File: src/rtl/piso_pkg.sv
// piso_pkg: definitions shared by the PIPO-to-serial framing serializer.
//   state_t   - frame FSM states
//   LINE_IDLE - level held on the serial line between frames
//   START_BIT - level of the framing start bit
//   STOP_BIT  - level of the framing stop bit
package piso_pkg;

    typedef enum logic [1:0] {
        IDLE  = 2'd0,
        START = 2'd1,
        DATA  = 2'd2,
        STOP  = 2'd3
    } state_t;

    localparam logic LINE_IDLE = 1'b1;
    localparam logic START_BIT = 1'b0;
    localparam logic STOP_BIT  = 1'b1;

endpackage

File: src/rtl/bit_tick_gen.sv
// bit_tick_gen: bit-period timer for the serializer.
// Ports:
//   clk     - rising-edge clock
//   Reset   - synchronous, active-high; clears the counter
//   restart - begin a fresh bit period on the next cycle
//   tick    - high on the last cycle of each bit period
module bit_tick_gen #(
    parameter int unsigned BIT_CYCLES = 1
) (
    input  logic clk,
    input  logic Reset,
    input  logic restart,
    output logic tick
);

    localparam int unsigned CW = (BIT_CYCLES > 1) ? $clog2(BIT_CYCLES) : 1;
    localparam logic [CW-1:0] RELOAD = CW'(BIT_CYCLES - 1);

    logic [CW-1:0] r_cnt;

    // Down-counter; reaching zero ends a period and starts the next one,
    // so consecutive periods need no explicit restart.
    always_ff @(posedge clk) begin
        if (Reset) begin
            r_cnt <= '0;
        end else if (restart || (r_cnt == '0)) begin
            r_cnt <= RELOAD;
        end else begin
            r_cnt <= r_cnt - CW'(1);
        end
    end

    assign tick = (r_cnt == '0);

endmodule

File: src/rtl/piso_serializer.sv
// piso_serializer: accepts a WIDTH-bit word over a valid/ready handshake and
// sends it on one serial line, optionally framed by start/stop bits.
// Ports:
//   clk        - rising-edge clock
//   Reset      - synchronous, active-high; aborts any frame in progress
//   I          - parallel word from the upstream PIPO stage
//   load_valid - upstream offers I this cycle
//   load_ready - block can accept a word (registered)
//   sout       - serial line, idles high (registered)
//   busy       - frame in progress (registered)
//   done       - one-cycle pulse on the IDLE cycle after a frame (registered)
module piso_serializer
    import piso_pkg::*;
#(
    parameter int unsigned WIDTH      = 6,
    parameter int unsigned BIT_CYCLES = 1,
    parameter int unsigned FRAMED     = 1,
    parameter int unsigned LSB_FIRST  = 1
) (
    input  logic             clk,
    input  logic             Reset,
    input  logic [WIDTH-1:0] I,
    input  logic             load_valid,
    output logic             load_ready,
    output logic             sout,
    output logic             busy,
    output logic             done
);

    localparam int unsigned BW = (WIDTH > 1) ? $clog2(WIDTH) : 1;
    localparam logic [BW-1:0] LAST_BIT = BW'(WIDTH - 1);

    state_t           r_state;
    state_t           w_state_n;
    logic [WIDTH-1:0] r_shreg;
    logic [WIDTH-1:0] w_shreg_n;
    logic [BW-1:0]    r_bitcnt;
    logic [BW-1:0]    w_bitcnt_n;
    logic             r_sout;
    logic             r_busy;
    logic             r_ready;
    logic             r_done;
    logic             w_sout_n;
    logic             w_done_n;
    logic             w_end_bit_n;
    logic             w_restart;
    logic             w_tick;

    bit_tick_gen #(
        .BIT_CYCLES (BIT_CYCLES)
    ) u_tick (
        .clk     (clk),
        .Reset   (Reset),
        .restart (w_restart),
        .tick    (w_tick)
    );

    always_comb begin
        w_state_n  = r_state;
        w_shreg_n  = r_shreg;
        w_bitcnt_n = r_bitcnt;
        w_restart  = 1'b0;

        case (r_state)
            IDLE: begin
                if (load_valid) begin
                    w_shreg_n  = I;
                    w_bitcnt_n = '0;
                    w_restart  = 1'b1;
                    w_state_n  = (FRAMED != 0) ? START : DATA;
                end
            end
            START: begin
                if (w_tick) begin
                    w_bitcnt_n = '0;
                    w_restart  = 1'b1;
                    w_state_n  = DATA;
                end
            end
            DATA: begin
                if (w_tick) begin
                    w_restart = 1'b1;
                    w_shreg_n = (LSB_FIRST != 0) ? (r_shreg >> 1) : (r_shreg << 1);
                    if (r_bitcnt == LAST_BIT) begin
                        w_state_n = (FRAMED != 0) ? STOP : IDLE;
                    end else begin
                        w_bitcnt_n = r_bitcnt + BW'(1);
                    end
                end
            end
            STOP: begin
                if (w_tick) begin
                    w_restart = 1'b1;
                    w_state_n = IDLE;
                end
            end
            default: begin
                w_state_n = IDLE;
            end
        endcase

        // Outputs are decoded from the next state so they can be registered
        // while still changing on the same edge as the state itself.
        w_end_bit_n = (LSB_FIRST != 0) ? w_shreg_n[0] : w_shreg_n[WIDTH-1];

        w_sout_n = LINE_IDLE;
        case (w_state_n)
            START:   w_sout_n = START_BIT;
            DATA:    w_sout_n = w_end_bit_n;
            STOP:    w_sout_n = STOP_BIT;
            default: w_sout_n = LINE_IDLE;
        endcase

        w_done_n = (w_state_n == IDLE) && (r_state != IDLE);
    end

    always_ff @(posedge clk) begin
        if (Reset) begin
            r_state  <= IDLE;
            r_shreg  <= '0;
            r_bitcnt <= '0;
            r_sout   <= LINE_IDLE;
            r_busy   <= 1'b0;
            r_ready  <= 1'b1;
            r_done   <= 1'b0;
        end else begin
            r_state  <= w_state_n;
            r_shreg  <= w_shreg_n;
            r_bitcnt <= w_bitcnt_n;
            r_sout   <= w_sout_n;
            r_busy   <= (w_state_n != IDLE);
            r_ready  <= (w_state_n == IDLE);
            r_done   <= w_done_n;
        end
    end

    assign sout       = r_sout;
    assign busy       = r_busy;
    assign load_ready = r_ready;
    assign done       = r_done;

endmodule

File: config.mk
export PLATFORM = sky130hd
export DESIGN_NAME = piso_serializer
export DESIGN_NICKNAME = d
export VERILOG_FILES = /design/src/rtl/piso_pkg.sv /design/src/rtl/bit_tick_gen.sv /design/src/rtl/piso_serializer.sv
export SDC_FILE = /design/constraint.sdc
export NUM_CORES = 1
export LEC_CHECK = 0
export BUFFER_PORTS_ARGS = -buffer_cell sky130_fd_sc_hd__buf_2
export CAP_MARGIN = 30
export CORE_MARGIN = 3
export CORE_UTILIZATION = 35
export CTS_BUF_LIST = sky130_fd_sc_hd__clkbuf_8
export CTS_CLUSTER_SIZE = 24
export DETAILED_ROUTE_END_ITERATION = 10
export PLACE_DENSITY = 0.56
export SLEW_MARGIN = 10
export SYNTH_ARGS = -nofsm -noshare
export SYNTH_HDL_FRONTEND = slang
export SYNTH_SLANG_ARGS = --single-unit
File: constraint.sdc
create_clock -name clk -period 1.65 [get_ports clk]
set_clock_uncertainty 0.05 [all_clocks]
set_input_delay 0.0825 -clock clk [delete_from_list [all_inputs] [get_ports clk]]
set_output_delay 0.0825 -clock clk [all_outputs]
set_load 0.01 [all_outputs]
**Yosys cells after proc, flatten, opt, wreduce, memory -nomap -nowiden**

Index checks and enable logic that the tools add are counted.

- Bits in registers: 16
- Latch bits: 0
- Bits in writable memories: 0
- Bits in read-only memories: 0
- Input port bits: 9
- Output and inout bits: 4
- Word-level logic and storage cells: 52
- Memories: 0

- $add $sub $neg: 2
- $mul: 0
- Div/mod/pow operators: 0
- Magnitude comparators: 0
- Equal/unequal tests: 10
- Shift operators: 0
- Multiplexer cells: 18
- Bitwise gates (word level): 1
- Reduce and logical (&&, ||, !) cells: 12

Operator list:

| operator | count |
|---|---|
| 3-bit 2-to-1 mux | 4 |
| 6-bit 2-to-1 mux | 2 |
| 6-bit one-hot mux with 2 select lines | 1 |
| 2-bit 2-to-1 mux | 5 |
| 3-bit one-hot mux with 3 select lines | 1 |
| 2-bit inequality test, second input constant | 4 |
| 2-bit one-hot mux with 4 select lines | 1 |
| 2-bit equality test, second input constant | 3 |
| 2-bit nonzero test | 3 |
| 5-bit AND reduction | 1 |
| 2-bit by 1-bit equality test with 1-bit output, second input constant | 2 |
| 2-bit zero test | 2 |
| 1-bit one-hot mux with 2 select lines | 2 |
| 3-bit by 1-bit adder with 3-bit output, second input constant | 1 |
| 3-bit equality test, second input constant | 1 |
| 3-bit AND reduction | 1 |
| 3-bit nonzero test | 1 |
| 3-bit OR reduction | 1 |
| 1-bit 2-to-1 mux | 2 |
| 2-bit OR reduction | 1 |
| 1-bit logical AND | 1 |
| 1-bit logical OR | 1 |
| 1-bit NOT | 1 |
| 1-bit subtractor, second input constant | 1 |

**Longest topological paths before layout**

Gate-level depths: netlist of run 1.

- Word-level depth: 6
- Gate-level depth with buffers: 6
- Depth with buffers taken out: 6

**By module**

From an unflattened synthesis of run 1, not the netlist that was laid out.

- Cells, all modules: 79
- Area, all modules: 726.9 um2

By module, submodules not included:

| module | instances | cells each | area each (um2) | seq. area each (um2) |
|---|---|---|---|---|
| piso_serializer | 1 | 76 | 699.4 | 300.3 |
| bit_tick_gen | 1 | 3 | 27.5 | 20.0 |

**Least setup slack after synthesis of run 1**

OpenSTA, ideal clock, no wires.

- Kind: register to register
- From: register r_state[0]
- To: register r_bitcnt[2]
- Library setup time: 0.072 ns
- Arrival time: 1.197 ns
- Data required time: 1.528 ns
- Slack: 0.331 ns
- Cell stages (with the launch flop): 6
- Path buffers: 1
- Clock period less this slack: 1.319 ns
- Path through: dfxtp_1 buf_4 nor3b_4 nand2_2 a21boi_1 mux2i_1

- Cells in the longest elaborated chain, start to end: 3
- Elaborated cells between the ends (all ways): 10
- Classes of those cells: eq/ne: 6; mux: 1; reduce/logical: 3

RTL lines:

| what | line | RTL |
|---|---|---|
| start, declared | piso_serializer.sv:33 | `state_t r_state;` |
| start signal, assigned | piso_serializer.sv:127 | `r_state <= w_state_n;` |
| 2-bit by 1-bit equality test with 1-bit output (tied with other cells) | piso_serializer.sv:64 | `case (r_state)` |
| 2-bit inequality test (no source line) / 3-bit nonzero test (equally long branches) | -- |  |
| 5-bit AND reduction (no source line) | -- |  |
| end signal, assigned | piso_serializer.sv:129 | `r_bitcnt <= w_bitcnt_n;` |
| end, declared | piso_serializer.sv:37 | `logic [BW-1:0] r_bitcnt;` |

Parallel ways exist; a longest one is shown, timed or not.
A chain may end at the register's enable or synchronous reset.

**Worst setup path in the final report of run 1**

Ends and elaborated chain as after synthesis.

==> flow_summary.toml, run 1 <==
[critical_path]
r2r_cells = 4
crit_buf_inv = 0
worstPathArrival_ps = 1600
crit_path_top_delay_cell = "dfxtp_1"
cp_data_required_time_ps = 1780
path_class = "register to register"
worstSetupStartpoint = "r_state[0]"
cp_top_family = "flip-flops"
reg2reg_setup_slack_ps = 180
crit_path_max_incr_delay_ps = 570
setup.worst_path.end_class = "register"
worstReg2RegEnd = "r_bitcnt[2]"
reg2reg_from = "r_state[0]"
crit_path_max_fanout = 10
startpoint_type = "register"
critical_path_depth = 4
path_cells = "nand2b_1 > a21o_4 > or3b_1 > mux2i_1"
cp-endpoint = "r_bitcnt[2]"

[timing]
finalCriticalPeriod_ps = 1470
setup_tns_ps = 0
hold_viol = 0
finalSetupViolations = 0
max_freq_mhz = 679
finalCritPeriodShare_pct = 89.2
hold_slack_ps = 51.8
rsz0062_at_grt = "no"
maxSlewViolCount = 0
timing.final.ws_setup_ps = 178

[drt]
ant_nets = 0
routed.top_layer = "met4"
drt-initial-drc-count = 8
wirelength_met1_um = 557
vias_per_cell = 4.96
wl_met2_um = 541
vias = 565
drc = 0
drt_wl_total_um = 1210
dr.pass1.iters = 4
routedWlPerCell_um = 10.6
dr_wl_met3_um = 97

[synthesis]
ys_types = 36
syn_area_um2 = 717
synth_simple_gate_area_share_pct = 25.7
synth_top_family_by_area = "simple AND/OR/NAND/NOR gates"
synth_top_flop_cell = "dfxtp_1"
syn_avg_cell_area_um2 = 9.69
syn_nets = 85
yosysTopAreaCellShare_pct = 44.7
ys_ff_latch = 16
yosysTopAreaCell = "dfxtp_1"
synth_most_common_cell = "dfxtp_1"
synth_compound_area_share_pct = 19.7
synth_xor_area_share_pct = 1.22
ys.warnings.count = 0
synth_mux_area_share_pct = 1.40
synth-edff-count = 0
synth.area.top_cells = "dfxtp_1 (45%), a22oi_1 (5.2%), a21oi_1 (4.2%), ha_1 (3.5%), nand2_1 (3.1%)"
synthAdderAreaFrac_pct = 3.49
ys_seq_area_share_pct = 44.7
async_flop_share_pct = 0
yosys-top-cells-count = "dfxtp_1 (16), a21oi_1 (6), nand2_1 (6)"
postSynthCellCount = 74

[placed_design]
gp_congestion = 0.734
port-buffer-count = 12
dp_hpwl_um = 889
place_ws_ps = 190
dp_cells = 111
place_area_um2 = 815

[floorplan]
start_util_pct = 39.4
die_h_um = 51.3
rows = 15
io_pins = 13
die-area_mm2 = 0.00263
die_w_um = 51.3
core_area_mm2 = 0.00182

[global_route]
grt_pass1_vias = 494
antenna_found_initial = 0
grt_usage_pct = 10.6
grt.overflow.total = 0
grt_pass1_wl_um = 2060
grt_max_degree = 16

[pwr]
p_per_area_mw_per_mm2 = 986
ir_drop_mv = 0.525
p_clk_share_pct = 32.7
pwr-share-comb_pct = 15.2
swShare_pct = 23.9
p_leak_nw = 0.345
total_power_mw = 0.844
p_switching_mw = 0.202
p_int_mw = 0.642
sequentialPowerShare_pct = 52.1

[finish]
syn_to_final_growth_pct = 19.4
fin_area_um2 = 856
fillers = 187
fin_nets = 102
drive_above_1_share_pct = 29.2
final_util_pct = 47.0
instances_no_fill = 114
n_antenna_cell = 0

[clocking]
htreeDepth = 1
cts.hold.buffers_added = 0
cts_resized = 0
cts_tree = "built"
cts_buffers = 3
cts_sinks = 16
cts_setup_buffers = 0
cts_buffer_depth = 2
clk_latency_ps = 240
cts.clk_slew.worst_paths_ps = 60
clockRootBuffer = "clkbuf_8"

[hold_path]
worstHoldPathCells = 3
hold_path_class = "input pin to register"

[flow_run]
maxCapViolCount = 0

[status]
outcome = "finished, final reports clean"
worst register-to-register path: cells and delay by family (launching register included):
family             cells  cell delay, ps
and+or+nand+nor        2             520
DFF                    1             570
muxes                  1             120
AOI/OAI and AO/OA      1             150
cells by family after synthesis:
kind of cell             Yosys count
other                              1
AO/OA/AOI/OAI                     19
multiplexers                       1
XOR/XNOR                           1
adder cells (fa/ha/maj)            2
flip-flops                        16
AND/OR/NAND/NOR                   29
buffers and inverters              5
routing by layer:
| metal | up-vias | track usage, % |
|---|---|---|
| li1 | 292 | - |
| met1 | 254 | 13.2 |
| met2 | 17 | 15.0 |
| met3 | 2 | 5.25 |
| met4 | 0 | 5.24 |
| met5 | - | 0 |
worst min-delay path by stage:
stage                      from         end
after detailed placement   I[5]  r_shreg[5]
after global placement     I[5]  r_shreg[5]
after floorplan           Reset        busy
after CTS                  I[5]  r_shreg[5]
final                      I[5]  r_shreg[5]
after global routing       I[5]  r_shreg[5]
registers in the layout (all words and copies together) (netlist names):
name          count
sout              1
r_state           2
done              1
load_ready        1
r_bitcnt          3
r_shreg           6
u_tick.r_cnt      1
busy              1
area by class of cell:
class                      instances  area [µm²]  share of cell area, %
sequential                        16         320                   37.4
timing repair buffer              15        82.6                   9.65
multi-input combinational         53         373                   43.6
inverter                           2        7.51                  0.877
tap                               25        31.3                   3.65
clock buffer                       3        41.3                   4.82
power by group through the flow:
stage / Sequential (mW) / Combinational (mW) / Clock (mW)
4_1_cts: 0.440 / 0.130 / 0.288
2_1_floorplan: 0.439 / 0.0976 / 0
5_1_grt: 0.443 / 0.145 / 0.306
3_5_place_dp: 0.447 / 0.130 / 0
6_report: 0.439 / 0.128 / 0.276
3_3_place_gp: 0.447 / 0.130 / 0
placed cells by master, fill, tap and decap left out, types with 2 or more instances in the layout:
| master | Yosys | routed |
|---|---|---|
| dfxtp_1 | 16 | 16 |
| inv_1 | 2 | 2 |
| buf_4 | 1 | 3 |
| clkbuf_8 | 0 | 3 |
| ha_1 | 2 | 2 |
| a21oi_1 | 6 | 6 |
| a22oi_1 | 5 | 5 |
| nand2_1 | 6 | 6 |
| nand3_1 | 2 | 2 |
| nor2_1 | 5 | 5 |
| a2bb2oi_1 | 2 | 2 |
| buf_2 | 1 | 12 |
| nand2b_1 | 2 | 2 |
Note: power is estimated with default switching activity, not from simulation.
==> run 2: changes to the inputs <==
--- a/config.mk
+++ b/config.mk
@@ -8,11 +8,12 @@
 export BUFFER_PORTS_ARGS = -buffer_cell sky130_fd_sc_hd__buf_2
 export CAP_MARGIN = 30
 export CORE_MARGIN = 3
-export CORE_UTILIZATION = 35
+export CORE_UTILIZATION = 45
 export CTS_BUF_LIST = sky130_fd_sc_hd__clkbuf_8
 export CTS_CLUSTER_SIZE = 24
 export DETAILED_ROUTE_END_ITERATION = 10
-export PLACE_DENSITY = 0.56
+export PLACE_DENSITY = 0.69
+export RECOVER_POWER = 50
 export SLEW_MARGIN = 10
 export SYNTH_ARGS = -nofsm -noshare
 export SYNTH_HDL_FRONTEND = slang
==> run 2 against run 1 <==
Critical path depth did not move. Non-clock buffer count fell by 1. Sequential share of layout area up 0.73 points. Combinational power is essentially flat. Count of clock-buffer cells in the layout is 1 higher. Sequential cell count unchanged. Design area decreased by 1.9%. Hold slack got worse by 3.8 ps. Global-route usage grew 3.8 points. Largest power group unchanged. Maximum frequency grew 0.20%. Routed wire length is 7.1% higher. Critical endpoint unchanged.
==> flow_summary.toml, run 2 (synthesized netlist as in run 1, its figures left out) <==
[finish]
largest-register = "r_shreg"
syn_to_final_growth_pct = 17.1
fin_nets = 101
mostFrequentLayoutCells = "dfxtp_1 (16), buf_2 (8), nand2_1 (6), a21oi_1 (6)"
drive_above_1_share_pct = 23.6
fin_area_um2 = 840
largest_reg_flops = 6
n_antenna_cell = 0
largestRegisters = "r_shreg (6), r_bitcnt (3), r_state (2)"
instances_no_fill = 104
layout_commonest_cell = "dfxtp_1"

[floorplan]
core_area_mm2 = 0.00140
die-area_mm2 = 0.00211
start_util_pct = 51.3
die_h_um = 45.9
io_pins = 13
rows = 13
die_w_um = 45.9

[timing]
finalCritPeriodShare_pct = 89.0
finalSetupViolations = 0
setup_tns_ps = 0
finalCriticalPeriod_ps = 1470
hold_viol = 0
max_freq_mhz = 681
maxSlewViolCount = 0
rsz0062_at_grt = "no"
hold_slack_ps = 48.1

[hold_path]
hold_path_class = "input pin to register"
worstHoldPathCells = 3
hold_end = "r_shreg[5]"
hp-start = "I[5]"

[placed_design]
place_area_um2 = 795
dp_hpwl_um = 913
port-buffer-count = 12
dp_cells = 100
gp_congestion = 0.755

[clocking]
cts.hold.buffers_added = 0
clk_latency_ps = 240
cts_tree = "built"
clockRootBuffer = "clkbuf_8"
cts_sinks = 16
cts_resized = 0
htreeDepth = 1
cts.clk_slew.worst_paths_ps = 60
cts_setup_buffers = 0
cts_buffer_depth = 2
cts_buffers = 3

[critical_path]
worstReg2RegEnd = "r_bitcnt[2]"
crit_path_max_fanout = 10
cp_data_required_time_ps = 1780
path_class = "register to register"
worstPathArrival_ps = 1600
reg2reg_from = "r_state[0]"
startpoint_type = "register"
setup.worst_path.end_class = "register"
reg2reg_setup_slack_ps = 180
r2r_cells = 4

[drt]
routedWlPerCell_um = 12.5
vias_per_cell = 5.50
drt-initial-drc-count = 10
dr.pass1.iters = 4
ant_nets = 0
drt_wl_total_um = 1300
drc = 0
vias = 572

[status]
outcome = "finished, final reports clean"

[pwr]
ir_drop_mv = 0.499
p_per_area_mw_per_mm2 = 1080
p_leak_nw = 0.333

[global_route]
grt_max_degree = 16
grt.overflow.total = 0
grt_usage_pct = 14.4
grt_pass1_vias = 511
grt_pass1_wl_um = 2200
antenna_found_initial = 0

[flow_run]
maxCapViolCount = 0
-- run 2: cell count changes in the layout (fill, tap and decap cells not counted) --
cell,delta
clkbuf_8,+1
clkbuf_1,+4
a211oi_1,+1
a211oi_2,-1
buf_4,-1
buf_2,-4
-- run 2: worst max-delay path, stage by stage (launching register included) --
cell and delay, ps:
dfxtp_1 560, nand2b_1 180, a21o_4 150, or3b_1 350
mux2i_1 130
-- run 2: area by class of cell --
type	count	area (µm²)
Clock buffer	4	55.1
Sequential cell	16	320
Tap cell	15	18.8
Timing Repair Buffer	14	70.1
Inverter	2	7.51
Fill cell	123	559
Multi-Input combinational cell	53	368
-- run 2: per-stage QoR --
stage	setup WS, ps	util, %	total power, mW
floorplan	331	-	0.537
global placement	213	56.8	0.575
detailed placement	198	56.8	0.576
CTS	183	60.7	0.916
global route	22.3	60.0	0.955
finish	181	60.0	0.908
-- run 2: worst max path at each step --
stage	from	to	slack, ps	cells past startpoint
3_5_place_dp	r_state[0]	r_bitcnt[2]	200	4
2_1_floorplan	r_state[0]	r_bitcnt[2]	330	5
5_1_grt	r_state[1]	sout	20	4
4_1_cts	r_state[0]	r_bitcnt[2]	180	4
3_3_place_gp	r_state[0]	r_bitcnt[2]	210	4
6_report	r_state[0]	r_bitcnt[2]	180	4
-- run 2: power breakdown --
part	switching, mW	internal (mW)	total [mW]
sequential	0.0224	0.414	0.437
combinational	0.0645	0.0614	0.126
clock	0.134	0.211	0.345
total	0.221	0.687	0.908
-- run 2: metal layers --
metal / share of wire (%) / GRT usage, % / vias to the layer above
met5: 0 / 0 / -
met4: 0.77 / 5.11 / 0
met3: 5.6 / 3.56 / 2
met2: 45 / 21.4 / 15
met1: 48 / 20.0 / 262
li1: - / - / 293
==> run 3: changes to the inputs <==
--- a/config.mk
+++ b/config.mk
@@ -7,12 +7,14 @@
 export LEC_CHECK = 0
 export BUFFER_PORTS_ARGS = -buffer_cell sky130_fd_sc_hd__buf_2
 export CAP_MARGIN = 30
+export CELL_PAD_IN_SITES_DETAIL_PLACEMENT = 0
+export CELL_PAD_IN_SITES_GLOBAL_PLACEMENT = 1
 export CORE_MARGIN = 3
-export CORE_UTILIZATION = 45
+export CORE_UTILIZATION = 42
 export CTS_BUF_LIST = sky130_fd_sc_hd__clkbuf_8
 export CTS_CLUSTER_SIZE = 24
 export DETAILED_ROUTE_END_ITERATION = 10
-export PLACE_DENSITY = 0.69
+export PLACE_DENSITY = 0.81
 export RECOVER_POWER = 50
 export SLEW_MARGIN = 10
 export SYNTH_ARGS = -nofsm -noshare
==> run 3 against run 2 <==
Maximum frequency is 0.46% lower. Sequential cell count stayed put. Routed wire length is 1.3% lower. Global-route usage is 1.7 points lower. Final cell count is 1.9% higher. Total power is 0.14% lower. Register-to-register slack hardly changed. Hold slack worse by 9.7 ps. Clock power is 1% lower. First-iteration DRC count is 40% lower. Sequential power hardly changed.
==> flow_summary.toml, run 3 (synthesized netlist as in run 1, its figures left out) <==
[clocking]
cts.hold.buffers_added = 0
clk_latency_ps = 240
cts_buffer_depth = 2
cts_setup_buffers = 0
cts_tree = "built"
htreeDepth = 1
cts.clk_slew.worst_paths_ps = 70
cts_buffers = 3
cts_resized = 0
clockRootBuffer = "clkbuf_8"
cts_sinks = 16

[timing]
finalSetupViolations = 0
maxSlewViolCount = 0
hold_viol = 0
hold_slack_ps = 38.4
rsz0062_at_grt = "no"
finalCritPeriodShare_pct = 89.4
finalCriticalPeriod_ps = 1480
max_freq_mhz = 678
setup_tns_ps = 0

[floorplan]
die_h_um = 47.3
rows = 14
die_w_um = 47.3
start_util_pct = 46.0
core_area_mm2 = 0.00156
die-area_mm2 = 0.00224
io_pins = 13

[placed_design]
dp_hpwl_um = 940
port-buffer-count = 12
gp_congestion = 0.709

[critical_path]
setup.worst_path.end_class = "register"
worstReg2RegEnd = "sout"
crit_path_top_delay_cell = "dfxtp_1"
reg2reg_from = "r_state[0]"
crit_path_max_fanout = 10
r2r_cells = 4
reg2reg_setup_slack_ps = 170
worstSetupStartpoint = "r_state[0]"
path_cells = "nor3b_4 > nor2_1 > a2bb2oi_1 > a31oi_1"
startpoint_type = "register"
cp_data_required_time_ps = 1770
crit_path_max_incr_delay_ps = 560
path_class = "register to register"
worstPathArrival_ps = 1590

[global_route]
grt.overflow.total = 0
grt_max_degree = 16
antenna_found_initial = 0
grt_usage_pct = 12.8
grt_pass1_wl_um = 2090
grt_pass1_vias = 507

[finish]
n_antenna_cell = 0
largestRegisters = "r_shreg (6), r_bitcnt (3), r_state (2)"
drive_above_1_share_pct = 23.3
mostFrequentLayoutCells = "dfxtp_1 (16), buf_2 (8), nor2_1 (6), nand2_1 (6), a21oi_1 (6)"
layout_commonest_cell = "dfxtp_1"
largest-register = "r_shreg"
syn_to_final_growth_pct = 18.0
fin_nets = 102
largest_reg_flops = 6

[pwr]
p_per_area_mw_per_mm2 = 1070
sequentialPowerShare_pct = 48.2
p_int_mw = 0.688
p_leak_nw = 0.338
pwr-share-comb_pct = 14.1
p_clk_share_pct = 37.6
swShare_pct = 24.1
p_switching_mw = 0.219
ir_drop_mv = 0.563

[hold_path]
hp-start = "I[5]"
worstHoldPathCells = 3
hold_path_class = "input pin to register"
hold_end = "r_shreg[5]"

[drt]
ant_nets = 0
vias = 566
drt-initial-drc-count = 6
vias_per_cell = 5.34
dr.pass1.iters = 4
routedWlPerCell_um = 12.1
drc = 0
drt_wl_total_um = 1280

[status]
outcome = "finished, final reports clean"

[flow_run]
maxCapViolCount = 0
## run 3: worst max-delay path: cells and delay by family, from the launching register on
family	cells	cell delay (ps)
and+or+nand+nor	2	470
AOI/OAI and AO/OA	2	310
DFF	1	560
## run 3: how the worst max path moves through the flow
| stage | slack, ps | cells past startpoint | to |
|---|---|---|---|
| final | 170 | 4 | sout |
| after detailed placement | 200 | 4 | r_bitcnt[2] |
| after global routing | 110 | 4 | r_bitcnt[2] |
| after global placement | 240 | 4 | r_bitcnt[2] |
| after floorplan | 330 | 5 | r_bitcnt[2] |
| after CTS | 200 | 4 | r_bitcnt[2] |
## run 3: through the flow
stage | util, % | worst slack [ps] | area, µm² | power (mW) | std cells
after floorplan | - | 331 | 717 | 0.537 | 74
after global placement | 51.5 | 243 | 803 | 0.575 | 102
after detailed placement | 51.5 | 198 | 803 | 0.579 | 102
after CTS | 55.1 | 201 | 858 | 0.920 | 106
after global routing | 54.3 | 110 | 846 | 0.953 | 106
final | 54.3 | 174 | 846 | 0.907 | 106
## run 3: routing by layer
layer,global-route usage (%),share of wire (%),up-vias
met4,3.31,0.39,0
met1,16.2,49,251
met5,0,0,-
met2,21.1,45,16
met3,3.45,5.9,2
li1,-,-,297
## run 3: power by group through the flow
stage	Sequential (mW)	Combinational (mW)	Clock, mW
final	0.437	0.128	0.341
after global routing	0.442	0.139	0.371
after CTS	0.437	0.134	0.349
after detailed placement	0.446	0.133	0
after global placement	0.444	0.131	0
after floorplan	0.439	0.0976	0
## run 3: final cells by class
type,count,area [µm²]
well taps,16,20.0
repair buffers,15,77.6
inverters,2,7.51
multi-input cells,53,365
fillers,160,713
flip-flops and latches,16,320
clock buffers,4,55.1
